## config.mk

```make
export PLATFORM = sky130hd
export DESIGN_NAME = ss_division_lanes_top
export DESIGN_NICKNAME = d
export VERILOG_FILES = /design/src/rtl/ss_division_lanes_top.sv
export SDC_FILE = /design/constraint.sdc
export NUM_CORES = 1
export LEC_CHECK = 0
export BUFFER_PORTS_ARGS = -buffer_cell sky130_fd_sc_hd__buf_2
export CORE_MARGIN = 1
export CORE_UTILIZATION = 50
export DETAILED_ROUTE_END_ITERATION = 10
export PLACE_DENSITY_LB_ADDON = 0.08
export SETUP_SLACK_MARGIN = 0.05
export SLEW_MARGIN = 20
export SYNTH_ARGS = -nofsm -noshare
export SYNTH_HDL_FRONTEND = slang
export SYNTH_SLANG_ARGS = --single-unit
```

## constraint.sdc

```tcl
create_clock -name clk -period 3.4 [get_ports clk]
set_clock_uncertainty 0.05 [all_clocks]
set_input_delay 1.02 -clock clk [delete_from_list [all_inputs] [get_ports clk]]
set_output_delay 1.02 -clock clk [all_outputs]
set_load 0.01 [all_outputs]
```

## src/rtl/ss_division_lanes_top.sv

```systemverilog
// Multi-lane stochastic divider: per-lane bitstreams drive a saturating up/down
// estimator of p_x/p_y, and output ones are counted over a sequenced run.
module ss_division_lanes_top #(
  parameter int WIDTH      = 8,
  parameter int LANES      = 1,
  parameter int STREAM_LEN = 256,
  parameter int WARMUP     = 0,
  parameter int CNT_W      = $clog2(STREAM_LEN * LANES + 1)
) (
  input  logic                   clk,
  input  logic                   rst,
  input  logic                   start,
  input  logic                   abort,
  input  logic [WIDTH-1:0]       x_input,
  input  logic [WIDTH-1:0]       y_input,
  input  logic [LANES*WIDTH-1:0] x_randnum,
  input  logic [LANES*WIDTH-1:0] y_randnum,
  input  logic [LANES*WIDTH-1:0] z_randnum,
  output logic                   busy,
  output logic                   done,
  output logic [CNT_W-1:0]       result,
  output logic [WIDTH-1:0]       est
);

  localparam int POP_W = $clog2(LANES + 1);
  localparam int EXT_W = WIDTH + POP_W + 1;
  localparam int TOTAL = WARMUP + STREAM_LEN;
  localparam int CYC_W = (TOTAL > 1) ? $clog2(TOTAL) : 1;
  localparam logic [WIDTH-1:0] EST_MID  = {1'b1, {(WIDTH-1){1'b0}}};
  localparam logic [CYC_W-1:0] CYC_LAST = CYC_W'(TOTAL - 1);

  typedef enum logic [0:0] {IDLE = 1'b0, RUN = 1'b1} state_t;

  state_t                    state_r, state_s;
  logic [WIDTH-1:0]          x_lat_r, y_lat_r, est_r, est_next_s;
  logic [CNT_W-1:0]          acc_r, acc_next_s, result_r;
  logic [CYC_W-1:0]          cyc_r;
  logic                      busy_r, done_r, last_s, count_en_s;
  logic [POP_W-1:0]          x_pop_s, yz_pop_s, z_pop_s;
  logic signed [EXT_W-1:0]   est_sum_s;

  assign busy   = busy_r;
  assign done   = done_r;
  assign result = result_r;
  assign est    = est_r;

  assign last_s = (cyc_r == CYC_LAST);

  generate
    if (WARMUP == 0) begin : g_no_warm
      assign count_en_s = 1'b1;
    end else begin : g_warm
      assign count_en_s = (cyc_r >= CYC_W'(WARMUP));
    end
  endgenerate

  // Per-lane stream comparisons reduced to popcounts
  always_comb begin
    x_pop_s  = {POP_W{1'b0}};
    yz_pop_s = {POP_W{1'b0}};
    z_pop_s  = {POP_W{1'b0}};
    for (int i = 0; i < LANES; i++) begin
      x_pop_s  = x_pop_s + POP_W'(x_randnum[i*WIDTH +: WIDTH] < x_lat_r);
      z_pop_s  = z_pop_s + POP_W'(z_randnum[i*WIDTH +: WIDTH] < est_r);
      yz_pop_s = yz_pop_s + POP_W'((y_randnum[i*WIDTH +: WIDTH] < y_lat_r) &&
                                   (z_randnum[i*WIDTH +: WIDTH] < est_r));
    end
  end

  // Estimator step with saturation; the extra bits keep the sum free of wrap
  always_comb begin
    est_sum_s = $signed({{(EXT_W-WIDTH){1'b0}}, est_r})
              + $signed({{(EXT_W-POP_W){1'b0}}, x_pop_s})
              - $signed({{(EXT_W-POP_W){1'b0}}, yz_pop_s});
    if (est_sum_s[EXT_W-1]) begin
      est_next_s = {WIDTH{1'b0}};
    end else if (|est_sum_s[EXT_W-2:WIDTH]) begin
      est_next_s = {WIDTH{1'b1}};
    end else begin
      est_next_s = est_sum_s[WIDTH-1:0];
    end
    if (count_en_s) begin
      acc_next_s = acc_r + CNT_W'(z_pop_s);
    end else begin
      acc_next_s = acc_r;
    end
  end

  // Run sequencer next-state
  always_comb begin
    state_s = state_r;
    case (state_r)
      IDLE: begin
        if (start) state_s = RUN;
        else       state_s = IDLE;
      end
      RUN: begin
        if (abort || last_s) state_s = IDLE;
        else                 state_s = RUN;
      end
      default: state_s = IDLE;
    endcase
  end

  // State, datapath and registered outputs
  always_ff @(posedge clk or negedge rst) begin
    if (!rst) begin
      state_r  <= IDLE;
      busy_r   <= 1'b0;
      done_r   <= 1'b0;
      result_r <= {CNT_W{1'b0}};
      est_r    <= EST_MID;
      x_lat_r  <= {WIDTH{1'b0}};
      y_lat_r  <= {WIDTH{1'b0}};
      acc_r    <= {CNT_W{1'b0}};
      cyc_r    <= {CYC_W{1'b0}};
    end else begin
      state_r <= state_s;
      busy_r  <= (state_s == RUN);
      done_r  <= (state_r == RUN) && !abort && last_s;
      case (state_r)
        IDLE: begin
          if (start) begin
            x_lat_r <= x_input;
            y_lat_r <= y_input;
            est_r   <= EST_MID;
            acc_r   <= {CNT_W{1'b0}};
            cyc_r   <= {CYC_W{1'b0}};
          end
        end
        RUN: begin
          if (!abort) begin
            est_r <= est_next_s;
            acc_r <= acc_next_s;
            cyc_r <= cyc_r + CYC_W'(1);
            if (last_s) result_r <= acc_next_s;
          end
        end
        default: begin
          est_r <= EST_MID;
        end
      endcase
    end
  end

endmodule

```

======== Yosys cells after proc, flatten, opt, wreduce, memory -nomap -nowiden ========
Cells that the tools add are included.
storage, ports and cells
  flip-flop bits (word level) ............. 52
  output and inout bits ................... 19
  bits of input ports ..................... 44
  word-level logic and storage cells ...... 42
cells by class
  $add $sub $neg .......................... 4
  equal/unequal tests ..................... 3
  reduce and logical (&&, ||, !) cells .... 8
  $lt $le $gt $ge ......................... 3
  bitwise operators ....................... 2
  multiplexer cells ....................... 14
operators with widths
  cell                                                           number
  8-bit two-way mux                                              6
  8-bit one-hot mux with 2 select lines                          2
  8-bit less-than comparator                                     3
  9-bit two-way mux                                              2
  9-bit one-hot mux with 2 select lines                          1
  9-bit by 1-bit subtractor with 10-bit output                   1
  8-bit by 1-bit adder with 9-bit output                         1
  9-bit by 1-bit adder with 9-bit output                         1
  8-bit by 1-bit adder with 8-bit output, second input constant  1
  8-bit == test, second input constant                           1
  2-bit inequality test, second input constant                   2
  2-bit AND reduction                                            2
  1-bit logical AND                                              3
  3-bit AND reduction                                            1
  1-bit two-way mux                                              2
  1-bit inverter                                                 2
  1-bit one-hot mux with 2 select lines                          1
  1-bit logical NOT                                              1
  1-bit logical OR                                               1

======== Depth between registers and ports, before layout ========
  depth in word-level cells ............... 7
  depth in mapped cells ................... 19
  depth with buffers taken out ............ 19

======== Worst setup path after synthesis ========
No wires, ideal clock.
  path kind ............................... input to register
  start point ............................. input port z_randnum[1]
  end point ............................... register est_r[1] (netlist: est[1])
  path slack .............................. -0.667 ns
  stages on the path ...................... 17
  buffers on the path ..................... 0
  data arrival time ....................... 3.917 ns
  library setup time ...................... 0.099 ns
  required time ........................... 3.251 ns
  cells stage by stage .................... ha_1 -> a21o_1 -> a21o_1 -> a21o_1 -> a21oi_1 -> o211a_1 -> ha_1 -> inv_1 -> ha_1 -> inv_1 -> fa_1 -> nand2b_1 -> o2bb2ai_1 -> o21ai_2 -> a21oi_4 -> xnor2_2 -> a311oi_1
between the ends
  cells in the longest elaborated chain, start to end .. 7
ends and longest elaborated chain
  what                                              line  source
  start: declaration                                18    input logic [LANES*WIDTH-1:0] z_randnum,
  8-bit less-than comparator (*)                    66    (z_randnum[i*WIDTH +: WIDTH] < est_r));
  1-bit logical AND (*)                             65    yz_pop_s = yz_pop_s + POP_W'((y_randnum[i*WIDTH +: WIDTH] < y_lat_r) &&
  9-bit by 1-bit subtractor with 10-bit output (*)  74    - $signed({{(EXT_W-POP_W){1'b0}}, yz_pop_s});
  8-bit two-way mux                                 77    end else if (|est_sum_s[EXT_W-2:WIDTH]) begin
  8-bit two-way mux (*)                             75    if (est_sum_s[EXT_W-1]) begin
  8-bit two-way mux (*)                             132   if (!abort) begin
  8-bit one-hot mux with 2 select lines (*)         121   case (state_r)
  end signal: assignment                            133   est_r <= est_next_s;
  end: declaration                                  35    logic [WIDTH-1:0] x_lat_r, y_lat_r, est_r, est_next_s;
Mark *: on every way between the ends. The rest lies on a longest branch, timed or not. The select of a mux whose other input is x is not followed.
A chain may end at the register's enable or synchronous reset.

======== Worst setup path in the final report ========
  start point ............................. input port z_randnum[1]
  end point ............................... register est_r[7] (netlist: est[7])
The elaborated chain is that of the path after synthesis.

==> results.txt <==
----------------------------------------------------
[Critical path]
  Critical path origin ... z_randnum[1]
  Cell with the largest stage delay on the worst path ... sky130_fd_sc_hd__fa_2
  Crit path required time ... 3570 ps
  Startpoint types ... primary input
  Delay of the slowest cell on the worst path ... between 300 and 400 ps
  Data arrival time of the critical path ... just over 4000 ps
  Cell-by-cell trace of the critical path ... buf_6, ha_4, a21o_1, a21o_1, a21o_1, a21oi_2, o211a_1, ha_4, inv_4, ha_4, inv_2, fa_2, nand2b_4, o2bb2ai_4, o21ai_2, a21oi_4, xnor2_4, buf_4, a21oi_2
  Critical register-to-register path startpoint ... est[1]$_DFFE_PN0P_
  Critical Path End Type ... flop
  Peak fanout along the critical path ... 8
  Setup slack of the most critical reg-to-reg path ... -210 ps
  Critical setup path kind ... primary input to flop

[Die]
  Floorplan die area ... roughly 6500 um2
  Boundary Pins ... 63
  Starting Density ... 0.5207
  Placeable Area ... between 5000 and 6000 um2
  Floorplan row count ... 28
  Die width ... 80.53 um
  Vertical extent of the die ... 80.53 um

[Synth]
  Yosys cell types ... 38
  Top cells by area, synth ... sky130_fd_sc_hd__dfrtp_1 (41%), sky130_fd_sc_hd__ha_1 (14%), sky130_fd_sc_hd__o21ai_0 (6.5%)
  Yosys top cell area share ... 0.4140
  Leading post-synthesis cells by instance count ... sky130_fd_sc_hd__dfrtp_1 (51), sky130_fd_sc_hd__nand2_1 (44), sky130_fd_sc_hd__o21ai_0 (40)
  Cell taking the most area after synthesis ... sky130_fd_sc_hd__dfrtp_1
  Main synth FF type ... sky130_fd_sc_hd__dfrtp_1
  Most frequent cell after synthesis ... sky130_fd_sc_hd__dfrtp_1
  Post-Synthesis Net Count ... roughly 400
  Sequential element share of the synthesized area ... 0.4225
  Cell count after synthesis ... roughly 330
  Post-synthesis cell area ... between 3000 and 4000 um2
  Number of enable-type register cells in the synthesized netlist ... 0
  Share of flip-flops with an asynchronous set or reset after synthesis ... 1.000
  Synth warn ... 0
  Syn avg cell area ... between 9 and 10 um2
  Number of synthesized register bits ... 52

[Power and ir drop]
  Portion of total power attributed to combinational logic ... 0.578
  Net switching power figure ... about 0.0012 W
  Maximum ir drop on the vdd rail ... roughly 0.00072 V
  Cell internal pwr ... 0.001906 W
  Clock power share ... 0.162
  Leakage power of the design ... ~2 nW
  Sw frac ... 0.3793
  Sequential fraction of design power ... 0.260
  Cell Pwr Density ... roughly 750 nW/um2

[Place]
  Post-detail-place hpwl ... about 4900 um
  Number of port buffers ... 62
  Cell count after placement ... between 400 and 500
  Final Wtd Congestion ... 0.7994

[Final layout]
  Sequential cell area in the final layout ... approximately 1300 um2
  Number of fill cells in the layout ... 481
  Number of diodes added for antenna fixing ... 0
  Signed area change from the synthesized netlist to the final layout ... 31.98%
  Final standard cell utilization of the core ... 0.6872
  Share of cells above drive strength 1 ... 0.3341
  Layout Nets ... just over 500
  Combined area of the multi-input logic cells ... between 1500 and 2000 um2
  Non-filler cells, final ... 500

[STA]
  Min cycle time layout ... around 4000 ps
  Endpoints failing setup ... 8
  Worst Max-Slew Pin Slew ... approximately 640 ps
  Hold Vio Cnt, Final ... 0
  Final Max Tran Viols ... 0
  RSZ-0062 raised after global routing ... yes
  Worst-case setup margin in the final layout ... -498.4 ps
  Final Hold Slack ... around 440 ps
  Share of the cycle needed by the critical path after routing ... 1.147
  Relative slew slack ... 0.5714
  Fmax achieved ... 256.5 MHz
  Setup_tns ... -3868 ps

[Global route]
  Pin count of the biggest net entering global routing ... 32
  Sum of overflow across all layers after global routing ... 0
  Vias in the first global route ... 2553
  Total global-route track usage ... 0.2248
  First-pass GRT wire length ... 11240 um
  Initial antenna violation count ... 0

[Worst hold path]
  Launch instance of the worst min-delay path ... x_lat_r[0]$_DFFE_PN0P_
  Worst hold path class ... flop to flop

[Routing]
  Final wirelength ... approximately 6600 um
  Detailed-route via count ... 2593
  Initial DRC Count ... around 120
  Drt first pass iters ... 5
  Number of remaining DRC errors ... 0
  Detailed-route wire length per cell ... roughly 13 um
  Detailed route wirelength on metal2 ... between 3000 and 4000 um
  Antenna Violating Nets Remaining ... 0
  Highest Signal Layer ... met4
  Met1 layer wirelength in the final routing ... ~3200 um
  Number of vias per cell ... between 5 and 6
  Detailed route wirelength on metal3 ... ~270 um

[CTS]
  CTS root buffer ... sky130_fd_sc_hd__clkbuf_8
  Clock sink count ... 52
  Number of buffers inserted for hold repair after clock tree synthesis ... 0
  TritonCTS Buffers ... 5
  Maximum level of the CTS H-tree ... 2
  CTS tree ... yes
  Clock latency on the worst-skew pair ... around 300 ps
  Maximum clock insertion buffer count ... 2
  CTS clk-pin slew, worst paths ... 100 ps

[Run status]
  Failing checks ... setup timing
  Status ... complete, but fails checks

[Flow run]
  # Max-Cap Violations ... 0

----------------------------------------------------
==> registers in the layout (all words and copies together), names as in the netlist <==
register,cells
acc_r,9
busy,1
cyc_r,8
done,1
est,8
result,9
x_lat_r,8
y_lat_r,8
==> layout by cell type (no fill, tap or decap), drive strengths merged <==
| master | synthesis | layout |
|---|---|---|
| a211oi | 4 | 4 |
| a21o | 11 | 11 |
| a21oi | 29 | 29 |
| a22o | 3 | 3 |
| a311oi | 6 | 6 |
| and3 | 8 | 8 |
| buf | 5 | 94 |
| bufinv | 0 | 2 |
| clkbuf | 5 | 5 |
| dfrtp | 51 | 51 |
| dfstp | 1 | 1 |
| fa | 1 | 1 |
| ha | 34 | 34 |
| inv | 27 | 28 |
| mux2 | 2 | 2 |
| mux2i | 1 | 1 |
| nand2 | 44 | 44 |
| nand2b | 6 | 6 |
| nand3 | 5 | 5 |
| nand4 | 2 | 2 |
| nor2 | 18 | 18 |
| nor2b | 3 | 3 |
| nor3 | 2 | 2 |
| o211a | 1 | 1 |
| o211ai | 2 | 2 |
| o21a | 2 | 2 |
| o21ai | 41 | 41 |
| o21bai | 2 | 2 |
| o2bb2ai | 1 | 1 |
| o31ai | 2 | 2 |
| xnor2 | 9 | 9 |
| xor2 | 5 | 5 |
==> power groups by stage <==
stage,clock (W),sequential [W],combinational [W]
after floorplan,0,0.000837,0.00102
after global placement,0,0.000803,0.00152
after detailed placement,0,0.000802,0.00154
after CTS,0.000510,0.000793,0.00163
after global routing,0.000536,0.000814,0.00197
final,0.000498,0.000798,0.00177
==> kinds of logic (layout without fill, tap and decap cells) <==
logic type | count (synthesis) | count (layout) | share of synthesized area
adders and majority gates | 35 | 35 | 0.1445
muxes | 3 | 3 | 0.01055
DFF | 52 | 52 | 0.4225
buffers and inverters | 37 | 129 | 0.04627
xor gates and xnor gates | 14 | 14 | 0.04221
and+or+nand+nor | 88 | 88 | 0.1262
AOI/OAI and AO/OA | 104 | 104 | 0.2078
==> routing by layer <==
layer,vias up,track usage
li1,1336,-
met1,1197,0.3012
met2,56,0.3763
met3,4,0.03636
met4,0,0.05714
met5,-,0
==> worst paths after layout <==
check	cells after the start	to
worst max-delay path	19	est[7]$_DFFE_PN1P_
max in group asynchronous	2	est[7]$_DFFE_PN1P_
worst min register to register	2	x_lat_r[0]$_DFFE_PN0P_
min in group asynchronous	1	y_lat_r[5]$_DFFE_PN0P_
worst min-delay path	2	x_lat_r[0]$_DFFE_PN0P_
worst max register to register	19	est[7]$_DFFE_PN1P_
==> timing repair <==
action,in CTS,in global routing
resized for setup,12,17
pin swaps,19,22
setup buffers,4,2
setup endpoints to repair,8,17
==> through the flow <==
| step | cell area, um2 | total power (W) | setup slack, ps |
|---|---|---|---|
| CTS | 3976 | 0.002934 | -379.8 |
| detailed placement | 3747 | 0.002346 | -855.6 |
| floorplan | 3172 | 0.001862 | -500.0 |
| finish | 4069 | 0.003071 | -498.4 |
| global placement | 3747 | 0.002328 | -764.5 |
| global route | 4069 | 0.003325 | -643.4 |
==> critical path, delay by kind of cell <==
family / cells / cell delay [ps]
xor+xnor: 1 / 310
fa+ha+maj: 4 / 900
buf+inv: 4 / 350
compound gates: 9 / 1310
simple gates: 1 / 160
==> final cells by class <==
type,instances,area share
clock inverters,3,0.01691
clock buffers,5,0.01691
flip-flops and latches,52,0.3201
well taps,75,0.02306
inverters,27,0.02552
repair buffers,94,0.1399
multi-input cells,244,0.4576
Power figures use the tool's default switching activity.
